--- src/rtl/mem_port_arbiter.sv ---
// Two-requester (fetch/data) arbiter onto one shared memory port.
// One transaction outstanding; fetch anti-starvation and wait timeout.
`timescale 1ns/1ps
module mem_port_arbiter #(
    parameter int unsigned STARVE_MAX = 4,
    parameter int unsigned TIMEOUT    = 255
) (
    input  logic        clk,
    input  logic        reset,
    input  logic        f_req,
    input  logic [31:0] f_addr,
    input  logic        f_kill,
    output logic [31:0] f_rdata,
    output logic        f_arrival,
    output logic        f_err,
    output logic        f_cmiss,
    input  logic        m_req,
    input  logic        m_we,
    input  logic [31:0] m_addr,
    input  logic [31:0] m_wdata,
    input  logic [3:0]  m_wstrb,
    output logic [31:0] m_rdata,
    output logic        m_arrival,
    output logic        m_err,
    output logic        m_cmiss,
    output logic        bus_req,
    output logic        bus_we,
    output logic [31:0] bus_addr,
    output logic [31:0] bus_wdata,
    output logic [3:0]  bus_wstrb,
    input  logic        bus_gnt,
    input  logic        bus_rvalid,
    input  logic [31:0] bus_rdata
);
    typedef enum logic [1:0] {IDLE, F_WAIT, M_WAIT, RESP} state_t;

    localparam logic [2:0] STARVE_LIM = 3'(STARVE_MAX);
    localparam logic [7:0] TO_LAST    = 8'(TIMEOUT - 1);

    state_t      r_state;
    logic [2:0]  r_starve;
    logic [7:0]  r_to;
    logic        r_drop;
    logic        r_owner_f;
    logic        r_we;
    logic [31:0] r_f_rdata;
    logic [31:0] r_m_rdata;
    logic        r_f_err;
    logic        r_m_err;
    logic        r_f_arr;
    logic        r_m_arr;

    logic        w_idle;
    logic        w_sel_f;
    logic        w_grant;
    logic        w_wait;
    logic        w_done;
    logic        w_kill;
    logic [31:0] w_data;

    assign w_idle  = (r_state == IDLE);
    assign w_sel_f = f_req & (~m_req | (r_starve == STARVE_LIM));
    assign w_grant = w_idle & (f_req | m_req) & bus_gnt;
    assign w_wait  = (r_state == F_WAIT) | (r_state == M_WAIT);
    assign w_done  = w_wait & (bus_rvalid | (r_to == TO_LAST));
    assign w_kill  = (r_state == F_WAIT) & f_kill;
    // Timeouts and write acks both report zero data.
    assign w_data  = (bus_rvalid & ~r_we) ? bus_rdata : 32'h0;

    assign bus_req   = w_idle & (f_req | m_req);
    assign bus_we    = w_sel_f ? 1'b0 : m_we;
    assign bus_addr  = w_sel_f ? f_addr : m_addr;
    assign bus_wdata = w_sel_f ? 32'h0 : m_wdata;
    assign bus_wstrb = w_sel_f ? 4'h0 : m_wstrb;

    assign f_rdata   = r_f_rdata;
    assign f_err     = r_f_err;
    assign f_arrival = r_f_arr;
    assign m_rdata   = r_m_rdata;
    assign m_err     = r_m_err;
    assign m_arrival = r_m_arr;
    assign f_cmiss   = f_req & ~r_f_arr;
    assign m_cmiss   = m_req & ~r_m_arr;

    always_ff @(posedge clk) begin
        if (reset) begin
            r_state   <= IDLE;
            r_starve  <= 3'd0;
            r_to      <= 8'd0;
            r_drop    <= 1'b0;
            r_owner_f <= 1'b0;
            r_we      <= 1'b0;
            r_f_rdata <= 32'h0;
            r_m_rdata <= 32'h0;
            r_f_err   <= 1'b0;
            r_m_err   <= 1'b0;
            r_f_arr   <= 1'b0;
            r_m_arr   <= 1'b0;
        end else begin
            r_f_arr <= 1'b0;
            r_m_arr <= 1'b0;

            if (!f_req || (w_grant && w_sel_f)) begin
                r_starve <= 3'd0;
            end else if (w_grant && r_starve != STARVE_LIM) begin
                r_starve <= r_starve + 3'd1;
            end

            unique case (r_state)
                IDLE: begin
                    if (w_grant) begin
                        r_owner_f <= w_sel_f;
                        r_we      <= ~w_sel_f & m_we;
                        r_drop    <= w_sel_f & f_kill;
                        r_to      <= 8'd0;
                        r_state   <= w_sel_f ? F_WAIT : M_WAIT;
                    end
                end
                F_WAIT, M_WAIT: begin
                    if (w_kill) begin
                        r_drop <= 1'b1;
                    end
                    if (w_done) begin
                        r_state <= RESP;
                        if (r_owner_f) begin
                            // A killed fetch still drains the bus but is invisible.
                            if (!(r_drop || w_kill)) begin
                                r_f_arr   <= 1'b1;
                                r_f_rdata <= w_data;
                                r_f_err   <= ~bus_rvalid;
                            end
                        end else begin
                            r_m_arr   <= 1'b1;
                            r_m_rdata <= w_data;
                            r_m_err   <= ~bus_rvalid;
                        end
                    end else begin
                        r_to <= r_to + 8'd1;
                    end
                end
                RESP: begin
                    r_state <= IDLE;
                end
                default: begin
                    r_state <= IDLE;
                end
            endcase
        end
    end
endmodule
--- config.mk ---
export PLATFORM = sky130hd
export DESIGN_NAME = mem_port_arbiter
export DESIGN_NICKNAME = d
export VERILOG_FILES = /design/src/rtl/mem_port_arbiter.sv
export SDC_FILE = /design/constraint.sdc
export NUM_CORES = 1
export LEC_CHECK = 0
export CAP_MARGIN = 20
export CORE_ASPECT_RATIO = 2
export CORE_MARGIN = 1.5
export CORE_UTILIZATION = 30
export CTS_CLUSTER_SIZE = 10
export DETAILED_ROUTE_END_ITERATION = 12
export DONT_BUFFER_PORTS = 1
export HOLD_SLACK_MARGIN = 0.15
export SLEW_MARGIN = 20
export SYNTH_ARGS = -nofsm -noshare
export SYNTH_HDL_FRONTEND = slang
export SYNTH_SLANG_ARGS = --single-unit
export TNS_END_PERCENT = 30
--- constraint.sdc ---
create_clock -name clk -period 1.75 [get_ports clk]
set_clock_uncertainty 0.1 [all_clocks]
set_input_delay 0.35 -clock clk [delete_from_list [all_inputs] [get_ports clk]]
set_output_delay 0.35 -clock clk [all_outputs]
set_load 0.01 [all_outputs]
==> results.cfg <==
[run_status]
status = finished, violations left
failed_checks = hold timing, setup timing

[layout]
nets = 722
syn_to_final_growth_pct = 37.0
mostFrequentLayoutCell = dfxtp_1
layout_common_cells = dfxtp_1 (80), a21oi_1 (70), nand2_4 (57)
drive_gt1_frac = 0.345

[setup_path]
critPathSlowestCell = dfxtp_2
slowest_delay_ns = 0.34
crit_fanout = 8
arrival_ns = 1.64
cp_common_cell = nand2_2
cp_data_required_time_ns = 1.30
critPathKind = reg -> out
cp_cell_sequence = inv_2, ha_4, a21bo_4, and2_4, buf_12, nand2_2, nand2_2
startpoint_type = flop
crit_path_end_kind = primary output

[worst_hold_path]
hold_class = in -> reg

[sta]
slew_headroom = 0.699
holdWs_ns = -0.0138
finalSetupViolCount = 135
fin_crit_sh = 1.20
fin_crit_ns = 2.09
maxSlewViolCount = 0
tightest_slew_ns = 0.451
rsz0062_at_grt = yes
tns_ns = -22.90
max_freq_mhz = 477
timing.final.ws_setup_ns = -0.344
hold_viol = 2

[cts]
insertion_delay_ns = 0.33
clock_sinks = 84
cts_root_buf = clkbuf_16
cts_buffers = 9
htree_num_levels = 3
cts_buffer_depth = 2
path_clk_slew_ns = 0.06
cts_tree = built

[synthesis]
ys_ff_latch = 84
syn_nets = 724
ys_types = 41
synthCells = 577
synth_area_um2 = 4340
avgSynthCellArea_um2 = 7.52
yosysTopAreaCellShare = 0.388
synth-warning-count = 0
synth_top_cell_by_area = dfxtp_1
ys_seq_area_frac = 0.388
ys_top_cells_by_area = dfxtp_1 (39%), nand2_1 (9.3%), a21oi_1 (8.8%)

[detailed_routing]
wirelength_mm = 16.3
drc_errors = 0
wl_met2_mm = 9.00
wl_met3_mm = 1.60
wl_per_cell_um = 21.0
viasPerCell = 5.76
ant_nets = 0
via_count = 4449
firstDrtPassIters = 5
drtIter0Drc = 157
top_layer = met5
wl_met1_mm = 5.27

[placement]
port_buffers = 0
dpl.hpwl_mm = 11.2
gp_congestion = 0.759
post-place-ws_ns = -0.179

[grt]
grt_overflow = 0
antenna_found_initial = 2
grt_pass1_wl_mm = 23.2
grt_max_degree = 87
grt_pass1_vias = 4244
grt_util_all_layers = 0.198

[floorplanning]
fp.dieH_um = 173
die-area_um2 = 15200
initial_core_util = 0.304
pin_count = 280
fp-row-count = 62
die_w_um = 88.0
core_um2 = 14300

[power_and_ir_drop]
p_total_uw = 6120
cellPowerDensity_nw_per_um2 = 1030
p_leak_uw = 0.00225
ir_drop_mv = 0.782

[flow_run]
cap_violations = 0
==> through the flow <==
| stage | area, µm² | utilization | instances | hold slack, ns |
|---|---|---|---|---|
| 6_report | 5940 | 0.416 | 773 | -0.0138 |
| 5_1_grt | 5940 | 0.416 | 772 | -0.0238 |
| 4_1_cts | 5570 | 0.390 | 767 | -0.0190 |
| 3_5_place_dp | 4810 | 0.337 | 745 | 0.334 |
| 3_3_place_gp | 4810 | 0.337 | 745 | 0.334 |
| 2_1_floorplan | 4470 | - | 577 | 0.337 |
==> sequential cells by signal, indices dropped and copies added, names as in the netlist <==
register / count
r_state: 2
m_arrival: 1
f_err: 1
m_rdata: 32
f_arrival: 1
r_we: 1
r_owner_f: 1
f_rdata: 32
r_drop: 1
r_to: 8
m_err: 1
r_starve: 3
==> cell usage after synthesis <==
master and number:
nand2_1 108, dfxtp_1 84, a21oi_1 76, o21ai_0 72, clkbuf_1 47, and2_1 38
nand4_1 33, nand4b_1 32, inv_1 9, ha_1 7, nor3_1 7, nand3_1 6
nor2_1 6, buf_4 5, nor2b_1 5, or3_1 5, a31oi_1 4, buf_2 3
o21a_1 3, a311oi_1 2, and3_1 2, mux2i_1 2, o211ai_1 2, o32ai_1 2
a211oi_1 1, a21bo_2 1, a21o_1 1, and3b_1 1, and4b_1 1, buf_6 1
nand2b_1 1, nand3b_1 1, nand4_2 1, o2111ai_1 1, o211a_1 1, o211a_2 1
o21ai_1 1, o221ai_2 1, o31ai_1 1, o41ai_1 1, xnor2_1 1
==> layout make-up <==
type | count | area [µm²]
diodes | 1 | 2.50
clock buffers | 13 | 270
clock inverters | 3 | 43.8
fillers | 1458 | 8330
inverters | 9 | 33.8
multi-input cells | 428 | 3080
flip-flops and latches | 84 | 1690
well taps | 192 | 240
repair buffers | 43 | 586
==> what timing repair did <==
item / 4_1_cts / 5_1_grt
setup endpoints to repair: 147 / 146
gates cloned: 5 / 2
endpoints found under the hold margin: 81 / 81
resized for setup: 157 / 75
pin swaps: 43 / 66
setup buffers: 1 / 2
==> cells by family (layout without fill, tap and decap cells) <==
kind of cell    count (synthesis)  count (layout)  synth area share
buf+inv                        65              68            0.0632
xor+xnor                        1               1           0.00202
simple gates                  247             247             0.308
compound gates                171             171             0.214
other cells                     0               1                 0
fa+ha+maj                       7               7            0.0202
flops                          84              84             0.388
mux                             2               2           0.00462
==> final timing paths <==
path,start,endpoint,slack [ns],cells after the start
worst max-delay path,r_starve[0]$_SDFFE_PP0P_,bus_addr[5],-0.34,7
worst min-delay path,reset,m_rdata[2]$_SDFFE_PP0P_,-0.01,1
worst max register to register,r_state[0]$_SDFFE_PP0P_,f_rdata[29]$_SDFFE_PP0P_,-0.11,7
worst min register to register,f_rdata[10]$_SDFFE_PP0P_,f_rdata[10]$_SDFFE_PP0P_,0.41,2
==> layer usage <==
metal  track usage  vias up
met5             0        -
met4        0.0677        2
met3        0.0649       23
met2         0.370      256
met1         0.195     2114
li1              -     2054
==> critical path, delay by kind of cell (launching register included) <==
family / cells / cell delay [ns]
flops: 1 / 0.34
buf+inv: 2 / 0.22
fa+ha+maj: 1 / 0.15
simple gates: 3 / 0.37
compound gates: 1 / 0.23
==> where the power goes <==
group,total [µW],switching (µW),internal [µW]
registers,2190,141,2050
clock network,1960,736,1220
logic,1970,1160,818
total,6120,2030,4090
No activity file was read; power rests on OpenSTA's default activity.
